[config.mk]
export PLATFORM = sky130hd
export DESIGN_NAME = piso_serializer
export DESIGN_NICKNAME = d
export VERILOG_FILES = /design/src/rtl/piso_serializer.sv
export SDC_FILE = /design/constraint.sdc
export NUM_CORES = 1
export LEC_CHECK = 0
export BUFFER_PORTS_ARGS = -buffer_cell sky130_fd_sc_hd__buf_4
export CAP_MARGIN = 20
export CORE_AREA = 10 10 47 49
export DETAILED_ROUTE_END_ITERATION = 16
export DIE_AREA = 0 0 57 59
export PLACE_DENSITY = 0.55
export SYNTH_ARGS = -nofsm -noshare
export SYNTH_HDL_FRONTEND = slang
export SYNTH_SLANG_ARGS = --single-unit
[constraint.sdc]
create_clock -name clk -period 2 [get_ports clk]
set_input_delay 0.1 -clock clk [delete_from_list [all_inputs] [get_ports clk]]
set_output_delay 0.1 -clock clk [all_outputs]
set_load 0.05 [all_outputs]
[src/rtl/piso_serializer.sv]
// Parallel-in serial-out serializer: valid/ready word load, MSB-first serial stream with stall support.
// Optional even-parity trailer bit is built when PISO_PARITY_EN is defined.
module piso_serializer #(
   parameter int DATA_W = 4
) (
   input  logic              clk,
   input  logic              rst,
   input  logic [DATA_W-1:0] parallel_in,
   input  logic              load_valid,
   output logic              load_ready,
   input  logic              shift_en,
   output logic              serial_out,
   output logic              serial_valid,
   output logic              frame_start,
   output logic              frame_last
);

   localparam int CNT_W = $clog2(DATA_W + 1);
   localparam logic [CNT_W-1:0] CNT_TOP = CNT_W'(DATA_W - 1);

`ifdef PISO_PARITY_EN
   typedef enum logic [1:0] {IDLE = 2'd0, SHIFT = 2'd1, PARITY = 2'd2} state_t;
   logic parity_bit;
`else
   typedef enum logic [1:0] {IDLE = 2'd0, SHIFT = 2'd1} state_t;
`endif

   state_t            state;
   state_t            next_state;
   logic [DATA_W-1:0] shift_reg;
   logic [CNT_W-1:0]  count;
   logic              load_accept;

   assign load_accept = load_valid && load_ready;

   always_ff @(posedge clk) begin
      if (rst) state <= IDLE;
      else     state <= next_state;
   end

   // A reload on the final-bit edge goes straight back to SHIFT, so frames stream without a gap.
   always_comb begin
      next_state = state;
      case (state)
         IDLE: begin
            if (load_accept) next_state = SHIFT;
         end
         SHIFT: begin
            if (shift_en && count == '0) begin
`ifdef PISO_PARITY_EN
               next_state = PARITY;
`else
               next_state = load_accept ? SHIFT : IDLE;
`endif
            end
         end
`ifdef PISO_PARITY_EN
         PARITY: begin
            if (shift_en) next_state = load_accept ? SHIFT : IDLE;
         end
`endif
         default: next_state = IDLE;
      endcase
   end

   always_comb begin
      serial_out   = 1'b0;
      serial_valid = 1'b0;
      frame_start  = 1'b0;
      frame_last   = 1'b0;
      case (state)
         SHIFT: begin
            serial_out   = shift_reg[DATA_W-1];
            serial_valid = 1'b1;
            frame_start  = (count == CNT_TOP);
`ifndef PISO_PARITY_EN
            frame_last   = (count == '0);
`endif
         end
`ifdef PISO_PARITY_EN
         PARITY: begin
            serial_out   = parity_bit;
            serial_valid = 1'b1;
            frame_last   = 1'b1;
         end
`endif
         default: ;
      endcase
      // Combinational path from shift_en: upstream must not feed load_ready back into load_valid.
      load_ready = !rst && ((state == IDLE) || (frame_last && shift_en));
   end

   always_ff @(posedge clk) begin
      if (rst) begin
         shift_reg <= '0;
         count     <= '0;
`ifdef PISO_PARITY_EN
         parity_bit <= 1'b0;
`endif
      end else if (load_accept) begin
         shift_reg <= parallel_in;
         count     <= CNT_TOP;
`ifdef PISO_PARITY_EN
         parity_bit <= ^parallel_in;
`endif
      end else if (state == SHIFT && shift_en) begin
         shift_reg <= {shift_reg[DATA_W-2:0], 1'b0};
         if (count != '0) count <= count - CNT_W'(1);
      end
   end

endmodule

==> results of run 1 <==
-- final timing paths --
check | slack, ps | cells after the start | to | from
hold reg to reg | 470 | 2 | shift_reg[3] | shift_reg[3]
hold / removal | 70 | 2 | shift_reg[3] | rst
setup reg to reg | 540 | 5 | shift_reg[2] | count[0]
setup / recovery | 240 | 6 | load_ready | count[0]
-- layout by cell type (no fill, tap or decap) --
cell type / count
sky130_fd_sc_hd__a21boi_0: 1
sky130_fd_sc_hd__a21oi_1: 4
sky130_fd_sc_hd__a311oi_1: 3
sky130_fd_sc_hd__a31oi_1: 2
sky130_fd_sc_hd__and2_1: 2
sky130_fd_sc_hd__and2b_1: 1
sky130_fd_sc_hd__and4b_2: 1
sky130_fd_sc_hd__buf_4: 12
sky130_fd_sc_hd__clkbuf_4: 3
sky130_fd_sc_hd__dfxtp_1: 8
sky130_fd_sc_hd__ha_1: 3
sky130_fd_sc_hd__inv_1: 2
sky130_fd_sc_hd__mux2i_1: 1
sky130_fd_sc_hd__nand2_1: 4
sky130_fd_sc_hd__nand2_2: 1
sky130_fd_sc_hd__nand2b_1: 1
sky130_fd_sc_hd__nand3_1: 5
sky130_fd_sc_hd__nand4b_1: 1
sky130_fd_sc_hd__nor2_1: 4
sky130_fd_sc_hd__nor2b_1: 1
sky130_fd_sc_hd__nor4_1: 1
sky130_fd_sc_hd__o21ai_0: 3
sky130_fd_sc_hd__o21ba_2: 1
sky130_fd_sc_hd__or3_1: 2
-- metal layers --
layer / vias up / share of wire (%) / global-route usage [%]
met5: - / 0 / 0
met2: 7 / 53 / 11.8
met3: 2 / 4.7 / 4.51
li1: 222 / - / -
met1: 197 / 42 / 7.28
met4: 0 / 0.94 / 2.01
-- per-stage QoR --
step,instance area [um2],power (uW),util [%]
final,572,418,40.8
after detailed placement,549,298,39.2
after global placement,549,299,39.2
after floorplan,448,261,-
after global routing,572,447,40.8
after CTS,572,426,40.8
-- report_power, final --
group | total (uW) | internal (uW) | leakage [uW] | switching (uW)
Sequential | 186 | 174 | 0.0000663 | 12.4
Combinational | 106 | 42.6 | 0.000163 | 63.6
Clock | 126 | 68.8 | 0.0000138 | 56.8
Total | 418 | 285 | 0.000243 | 133
-- kinds of logic after synthesis --
logic type | count (synthesis) | synth area share, %
simple gates | 24 | 29.6
buf+inv | 4 | 3.63
compound gates | 14 | 20.4
fa+ha+maj | 3 | 8.38
flops | 8 | 35.8
mux | 1 | 2.23
-- final cells by class --
class                           instances  area, um2  share of cell area, %
Clock buffer                            3       22.5                   3.94
Sequential cell                         8        160                   28.0
Timing Repair Buffer                   12       90.1                   15.8
Tap cell                               16       20.0                   3.50
Inverter                                2       7.51                   1.31
Multi-Input combinational cell         42        272                   47.5
==> results.md, run 1 <==
- Post-synthesis cell type with the largest combined area: sky130_fd_sc_hd__dfxtp_1
- Setup ws final: 237 ps
- Number of violations of the max-capacitance limit: 0
- Run status: completed
- EDFF count, synth: 0
- Most instantiated library cell after synthesis: sky130_fd_sc_hd__dfxtp_1
- Worst-case setup slack after placement: 478 ps
- Synth Flop Type: sky130_fd_sc_hd__dfxtp_1
- Data arrival time of the critical path: 1660 ps
- Unrepaired setup endpoints after global routing: false
- Fraction of registers with async set or reset after synthesis: 0%
- Skew-Pair Late Insertion Delay: 260 ps
- Routability congestion estimate: 0.728
- Endpoint type of the worst setup path: primary output
- DP Cell Count: 80
- Maximum cell stage delay along the critical path: 330 ps
- Number of antenna violations at the first check in global routing: 0
- Share of synthesized area occupied by flip-flops and latches: 35.8%
- Peak supply drop: 496 uV
- Cell family with the largest share of critical-path delay: simple AND/OR/NAND/NOR gates
- First drt pass iteration count: 4
- Combined global-route utilization of all metal layers: 7.10%
- Count of endpoints failing hold in the final timing report: 0
- Worst EP required: 1900 ps
- Pin count of the biggest net entering global routing: 13
- Boundary pin count: 13
- Remaining DRCs: 0
- Die span in y: 59 um
- Final WL: 1.07 mm
- H-tree levels: 1
- Sink Count: 8
- Count of mapped cells out of synthesis: 54
- Layout Area Growth over Synthesis: 27.7%
- Global route overflow: 0
- Worst-case headroom to the max-slew limit: 75.2%
- Final cycle utilization of the critical path: 88.1%
- Post-CTS resize count: 0
- Average cell area after synthesis: 8.30 um2
- Nets: 80
- Reported leakage power: 0.000243 uW
- Root Driver: sky130_fd_sc_hd__clkbuf_4
- Hold slack final: 74.0 ps
- Pin slew with the least headroom to its limit: 372 ps
- Critical Path Fanout Max: 6
- Sum Neg Setup Slack: 0 ps
- Standard-cell row count: 14
- Initial standard-cell utilization of the core: 32.0%
- Port-buffer cells: 12
- Type of the tightest min-delay check: in2reg
- Placeable Area: 0.00140 mm2
- CP Cell Sequence: inv_1, ha_1, nor2b_1, a21boi_0, nor2_1, buf_4
- Count of unique library cells instantiated by Yosys: 24
- Vias in the first global route: 402
- Maximum clock rate: 0.567 GHz
- Post-synth net total: 65
- Worst path bufs/invs: 2
- Maximum clock skew at final layout: 7.27 ps
- Final Setup Violations: 0
- Synth top area cells: sky130_fd_sc_hd__dfxtp_1 36%, sky130_fd_sc_hd__ha_1 8.4%, sky130_fd_sc_hd__a311oi_1 5.9%, sky130_fd_sc_hd__nand3_1 5.6%, sky130_fd_sc_hd__a21oi_1 4.5%
- Startpoint-to-endpoint class of the critical path: reg2out
- Final antenna-violating net count: 0
- Clock buffer count from CTS: 3
- Fin. max-slew vios: 0
- Final routed wire length divided by cell count: 12.8 um
- Largest register FFs: 4
- Synthesis Warnings: 0
- Die width: 57 um
- Antenna cell count: 0
- Total power per unit cell area: 731 mW/mm2
- Number of vias after detailed routing: 428
- Mapped cell area: 448 um2
- CP startpoint kind: register
- Die Area: 0.00336 mm2
- Most common library cells after synthesis: 8 x sky130_fd_sc_hd__dfxtp_1, 5 x sky130_fd_sc_hd__nand3_1, 4 x sky130_fd_sc_hd__a21oi_1, 4 x sky130_fd_sc_hd__nand2_1, 4 x sky130_fd_sc_hd__nor2_1
- Final Non-Filler Cells: 83
- Synth Register Bits: 8
- # Post-CTS Setup Buffers: 0
- First-pass GRT wire length: 1.89 mm
- DR iter-0 viols: 4
- Post-synth top area share: 35.8%
- Slowest cell on the critical path: sky130_fd_sc_hd__nor2b_1
- Minimum period implied by the final worst setup slack: 1760 ps
- Share of post-route cells with drive strength above 1: 26.9%
- Via/cell ratio: 5.16
- TritonCTS clock tree: done
- Clock buffer depth: 2
- Number of fill cells in the layout: 154
- Final HPWL from detailed placement: 843 um
- Number of buffers inserted for hold repair after clock tree synthesis: 0
- Clock Pin Slew Worst Setup and Hold Paths: 60 ps
No activity file was read; power rests on OpenSTA's default activity.
==> inputs of run 2 (changes only) <==
==> config.mk (replaced) <==
export PLATFORM = sky130hd
export DESIGN_NAME = piso_serializer
export DESIGN_NICKNAME = d
export VERILOG_FILES = /design/src/rtl/piso_serializer.sv
export SDC_FILE = /design/constraint.sdc
export NUM_CORES = 1
export LEC_CHECK = 0
export CAP_MARGIN = 20
export CORE_AREA = 10 10 47 49
export DETAILED_ROUTE_END_ITERATION = 16
export DIE_AREA = 0 0 57 59
export DONT_BUFFER_PORTS = 1
export PLACE_DENSITY = 0.46
export SYNTH_ARGS = -nofsm -noshare
export SYNTH_HDL_FRONTEND = slang
export SYNTH_SLANG_ARGS = --single-unit
==> results.md, run 2 (synthesis gave the netlist of run 1 again) <==
- Commonest non-fill, non-tap cell in the layout: sky130_fd_sc_hd__dfxtp_1
- Maximum clock rate: 0.568 GHz (about the same)
- Share of total power in combinational logic: 24.2% (-1.2 points)
- Timing startpoint of the critical path: count[0]
- Antenna cell count: 0 (unchanged)
- Crit Reg-Reg Startpoint: count[0]
- Data arrival time of the critical path: 1660 ps (about the same)
- Skew-Pair Late Insertion Delay: 250 ps (about the same)
- Register-to-register setup slack: 470 ps (-70 ps)
- Count of endpoints failing hold in the final timing report: 0 (unchanged)
- Die width: 57 um (unchanged)
- Total power per unit cell area: 752 mW/mm2 (+2.9%)
- CP startpoint kind: register
- Share of post-route cells with drive strength above 1: 16.1% (-11 points)
- Internal Dissipation: 279 uW (-2.1%)
- Startpoint-to-endpoint class of the critical path: reg2out
- Portion of total power attributed to the clock network: 30.5% (+0.4 points)
- Run status: completed
- Register share of total power: 45.2% (+0.6 points)
- Slowest cell on the critical path: sky130_fd_sc_hd__and2_1
- Final WL: 1.11 mm (+4.2%)
- Pin slew with the least headroom to its limit: 509 ps (+137 ps)
- Sink Count: 8 (unchanged)
- Worst EP required: 1900 ps (about the same)
- Boundary pin count: 13 (unchanged)
- Combined global-route utilization of all metal layers: 7.22% (+0.12 points)
- FF-to-FF End: shift_reg[3]
- Port-buffer cells: 0 (-12)
- Die span in y: 59 um (unchanged)
- Pin count of the biggest net entering global routing: 9 (-4)
- Number of vias after detailed routing: 421 (-1.6%)
- Maximum clock skew at final layout: 0.275 ps (-7.00 ps)
- Fraction of the core area covered by cells at the end of the flow: 38.7% (-2.1 points)
- Final routed wire length divided by cell count: 14.2 um (+11%)
- Nets: 75 (-6.3%)
- Maximum cell stage delay along the critical path: 500 ps (+170 ps)
- Clock Pin Slew Worst Setup and Hold Paths: 50 ps (about the same)
- DR iter-0 viols: 5 (+1)
- Endpoint type of the worst setup path: primary output
- Net load switching power: 128 uW (-3.3%)
- Standard-cell row count: 14 (unchanged)
- Total power of the final layout: 408 uW (-2.5%)
- Post-CTS resize count: 0 (unchanged)
- Minimum period implied by the final worst setup slack: 1760 ps (-1.60 ps)
- Peak supply drop: 352 uV (-29%)
- Final HPWL from detailed placement: 837 um (-0.63%)
- Die Area: 0.00336 mm2 (unchanged)
- Fin. max-slew vios: 0 (unchanged)
- CP Cell Sequence: inv_1, ha_1, nor2b_1, and2_1
- Worst Setup EP: frame_last
- Worst-case headroom to the max-slew limit: 66.3% (-8.9 points)
- Number of antenna violations at the first check in global routing: 0 (unchanged)
- First-pass GRT wire length: 1.88 mm (-0.37%)
- Most frequent cells in the layout: 8 x sky130_fd_sc_hd__dfxtp_1, 5 x sky130_fd_sc_hd__nand3_1
- Unrepaired setup endpoints after global routing: false
- Clock buffer depth: 2 (unchanged)
- Final antenna-violating net count: 0 (unchanged)
- Root Driver: sky130_fd_sc_hd__clkbuf_4
- Largest register FFs: 4 (unchanged)
- Final cycle utilization of the critical path: 88.0% (about the same)
- Clock buffer count from CTS: 3 (unchanged)
- TritonCTS clock tree: done
- Vias in the first global route: 420 (+4.5%)
- Final Setup Violations: 0 (unchanged)
- Sum Neg Setup Slack: 0 ps (unchanged)
- Remaining DRCs: 0 (unchanged)
- Worst Reg2Reg Path Length in Cells: 5 (unchanged)
- Placeable Area: 0.00140 mm2 (unchanged)
- Type of the tightest min-delay check: in2reg
- Routability congestion estimate: 0.730 (+0.21%)
- First drt pass iteration count: 4 (unchanged)
- Initial standard-cell utilization of the core: 32.0% (unchanged)
- Via/cell ratio: 5.40 (+4.7%)
- Reported leakage power: 0.000217 uW (-11%)
- Critical Path Fanout Max: 6 (unchanged)
- Switching share of power: 31.5% (-0.27 points)
- Layout Area Growth over Synthesis: 20.9%
- Number of violations of the max-capacitance limit: 0 (unchanged)
- H-tree levels: 1 (unchanged)
- # Post-CTS Setup Buffers: 0 (unchanged)
- Global route overflow: 0 (unchanged)
## run 2: routing by layer
| layer | vias to the layer above | routed length (um) | global-route usage [%] |
|---|---|---|---|
| met1 | 191 | 490 | 7.85 |
| met2 | 12 | 496 | 10.1 |
| met3 | 2 | 114 | 5.79 |
| met4 | 0 | 9 | 3.02 |
| met5 | - | 0 | 0 |
| li1 | 216 | - | - |
## run 2: layout make-up
class | count | area, um2
Inverter | 2 | 7.51
Multi-Input combinational cell | 42 | 272
Sequential cell | 8 | 160
Tap cell | 16 | 20.0
Timing Repair Buffer | 7 | 60.1
Fill cell | 154 | 860
Clock buffer | 3 | 22.5
## run 2: per-stage QoR
stage	hold WS [ps]	cells	cell area, um2	setup slack [ps]
2_1_floorplan	242	54	448	307
5_1_grt	11.1	78	542	60.2
3_5_place_dp	172	72	489	520
4_1_cts	14.7	77	532	238
3_3_place_gp	174	72	489	485
6_report	19.2	78	542	239
## run 2: worst min path at each step
| stage | start | endpoint | slack (ps) | depth (start not counted) |
|---|---|---|---|---|
| CTS | rst | state[0] | 10 | 1 |
| detailed placement | rst | count[1] | 170 | 1 |
| finish | parallel_in[0] | shift_reg[0] | 20 | 2 |
| floorplan | load_valid | state[0] | 240 | 1 |
| global placement | rst | shift_reg[1] | 170 | 1 |
| global route | parallel_in[0] | shift_reg[0] | 10 | 2 |
## run 2: repair_timing
item,CTS,global route
hold buffers,2,1
endpoints found under the hold margin,8,1
setup endpoints to repair,0,0
## run 2: power by group through the flow
stage                     clock, uW  combinational, uW  sequential [uW]
after global placement            0               94.6              188
after CTS                       129               97.3              184
after detailed placement          0               91.5              188
after global routing            148                110              186
final                           124               98.8              184
after floorplan                   0               72.0              189
## run 2: worst max-delay path: cells and delay by family, from the launching register on
family,cells,cell delay [ps]
simple gates,2,790
flops,1,330
fa+ha+maj,1,200
buf+inv,1,80
==> inputs of run 3 (changes only) <==
--- a/config.mk
+++ b/config.mk
@@ -10,7 +10,6 @@
 export DETAILED_ROUTE_END_ITERATION = 16
 export DIE_AREA = 0 0 57 59
 export DONT_BUFFER_PORTS = 1
-export PLACE_DENSITY = 0.46
 export SYNTH_ARGS = -nofsm -noshare
 export SYNTH_HDL_FRONTEND = slang
 export SYNTH_SLANG_ARGS = --single-unit
==> results.md, run 3 (synthesis gave the netlist of run 1 again) <==
- Final antenna-violating net count: 0 (unchanged)
- Maximum clock skew at final layout: 6.70 ps (+6.42 ps)
- Crit Reg-Reg Startpoint: count[0]
- Port-buffer cells: 0 (unchanged)
- Standard-cell row count: 14 (unchanged)
- Startpoint-to-endpoint class of the critical path: reg2out
- Worst EP required: 1900 ps (about the same)
- Final Setup Violations: 0 (unchanged)
- Remaining DRCs: 0 (unchanged)
- Final HPWL from detailed placement: 838 um (about the same)
- First drt pass iteration count: 4 (unchanged)
- Die width: 57 um (unchanged)
- Pin slew with the least headroom to its limit: 503 ps (-5.69 ps)
- Reported leakage power: 0.000217 uW (unchanged)
- Worst-case headroom to the max-slew limit: 66.7% (+0.38 points)
- Skew-Pair Late Insertion Delay: 270 ps (+20 ps)
- Worst Hold Depth: 2 (unchanged)
- Via/cell ratio: 5.42 (+0.48%)
- Number of vias after detailed routing: 423 (+0.48%)
- H-tree levels: 1 (unchanged)
- Share of post-route cells with drive strength above 1: 16.1% (unchanged)
- Critical Path Fanout Max: 6 (unchanged)
- Final WL: 1.14 mm (+2.9%)
- Die Area: 0.00336 mm2 (unchanged)
- Number of violations of the max-capacitance limit: 0 (unchanged)
- Metal2 WL: 495 um (-0.20%)
- Nets: 75 (unchanged)
- Worst-case setup slack after placement: 489 ps (-30.4 ps)
- Hold slack final: 3.60 ps (-15.6 ps)
- Die span in y: 59 um (unchanged)
- Placeable Area: 0.00140 mm2 (unchanged)
- FF-to-FF End: shift_reg[2]
- Worst Reg2Reg Path Length in Cells: 5 (unchanged)
- Combined global-route utilization of all metal layers: 6.54% (-0.68 points)
- Vias in the first global route: 374 (-11%)
- Most frequent cells in the layout: 8 x sky130_fd_sc_hd__dfxtp_1, 5 x sky130_fd_sc_hd__nand3_1
- Clock buffer depth: 2 (unchanged)
- Post-CTS resize count: 0 (unchanged)
- Clock buffer count from CTS: 3 (unchanged)
- Initial standard-cell utilization of the core: 32.0% (unchanged)
- Sink Count: 8 (unchanged)
- Hold path endpoint: shift_reg[0]
- TritonCTS clock tree: done
- Final routed wire length divided by cell count: 14.6 um (+2.9%)
- Commonest non-fill, non-tap cell in the layout: sky130_fd_sc_hd__dfxtp_1
- Antenna cell count: 0 (unchanged)
- Routability congestion estimate: 0.659 (-9.7%)
- Type of the tightest min-delay check: in2reg
- Number of antenna violations at the first check in global routing: 0 (unchanged)
- Layout Area Growth over Synthesis: 20.9% (unchanged)
- Maximum clock rate: 0.558 GHz (-1.7%)
- CP startpoint kind: register
- First-pass GRT wire length: 1.72 mm (-8.8%)
- Number of buffers inserted for hold repair after clock tree synthesis: 2 (unchanged)
- Global route overflow: 0 (unchanged)
- Minimum period implied by the final worst setup slack: 1790 ps (+31.4 ps)
- Root Driver: sky130_fd_sc_hd__clkbuf_4
- DR iter-0 viols: 10 (+5)
- Data arrival time of the critical path: 1690 ps (+30 ps)
- Unrepaired setup endpoints after global routing: false
- Largest register FFs: 4 (unchanged)
- Count of endpoints failing hold in the final timing report: 0 (unchanged)
- Final cycle utilization of the critical path: 89.6% (+1.6 points)
- Pin count of the biggest net entering global routing: 9 (unchanged)
- Endpoint type of the worst setup path: primary output
- Detailed-routing wirelength on met1: 518 um (+5.7%)
- Clock Pin Slew Worst Setup and Hold Paths: 50 ps (about the same)
- Run status: completed
- Fin. max-slew vios: 0 (unchanged)
- Worst min-delay path startpoint: parallel_in[0]
- Boundary pin count: 13 (unchanged)
- Total power per unit cell area: 763 mW/mm2 (+1.4%)
- Metal3 WL: 94 um (-18%)
- Total power of the final layout: 413 uW (+1.4%)
- Peak supply drop: 239 uV (-32%)
- Register-to-register setup slack: 520 ps (+50 ps)
- Sum Neg Setup Slack: 0 ps (unchanged)
- # Post-CTS Setup Buffers: 0 (unchanged)
- Setup ws final: 208 ps (-31.4 ps)
- Highest metal layer with signal wires: met4
- Fraction of the core area covered by cells at the end of the flow: 38.7% (unchanged)
-- run 3: cell counts in the layout (fill, tap and decap cells not counted) --
No cell type changed its count.
-- run 3: per-layer routing --
layer,up-vias,GRT usage [%]
met5,-,0
met4,0,4.03
met3,5,3.22
met2,11,8.68
met1,194,8.12
li1,213,-
-- run 3: how the worst max path moves through the flow --
stage                  start         end
CTS                 count[0]  frame_last
detailed placement  count[0]  frame_last
global placement    count[0]  frame_last
global route        count[0]  load_ready
floorplan           count[0]  load_ready
finish              count[0]  frame_last
-- run 3: worst max-delay path: stages (launching register included) --
cell and delay (ps):
sky130_fd_sc_hd__dfxtp_1 330, sky130_fd_sc_hd__inv_1 80, sky130_fd_sc_hd__ha_1 200, sky130_fd_sc_hd__nor2b_1 320, sky130_fd_sc_hd__and2_1 500
-- run 3: layout make-up --
cell class / instances / area (um2)
clock buffers: 3 / 22.5
inverters: 2 / 7.51
well taps: 16 / 20.0
multi-input cells: 42 / 272
fillers: 142 / 860
repair buffers: 7 / 60.1
flip-flops and latches: 8 / 160
-- run 3: report_power, final --
| group | leakage, uW | switching (uW) | internal, uW |
|---|---|---|---|
| Sequential | 0.0000663 | 11.5 | 174 |
| Combinational | 0.000137 | 60.7 | 36.4 |
| Clock | 0.0000138 | 61.8 | 69.1 |
-- run 3: per-stage QoR --
stage                     cells  cell area, um2
after CTS                    77             532
final                        78             542
after global placement       72             489
after global routing         78             542
after detailed placement     72             489
after floorplan              54             448
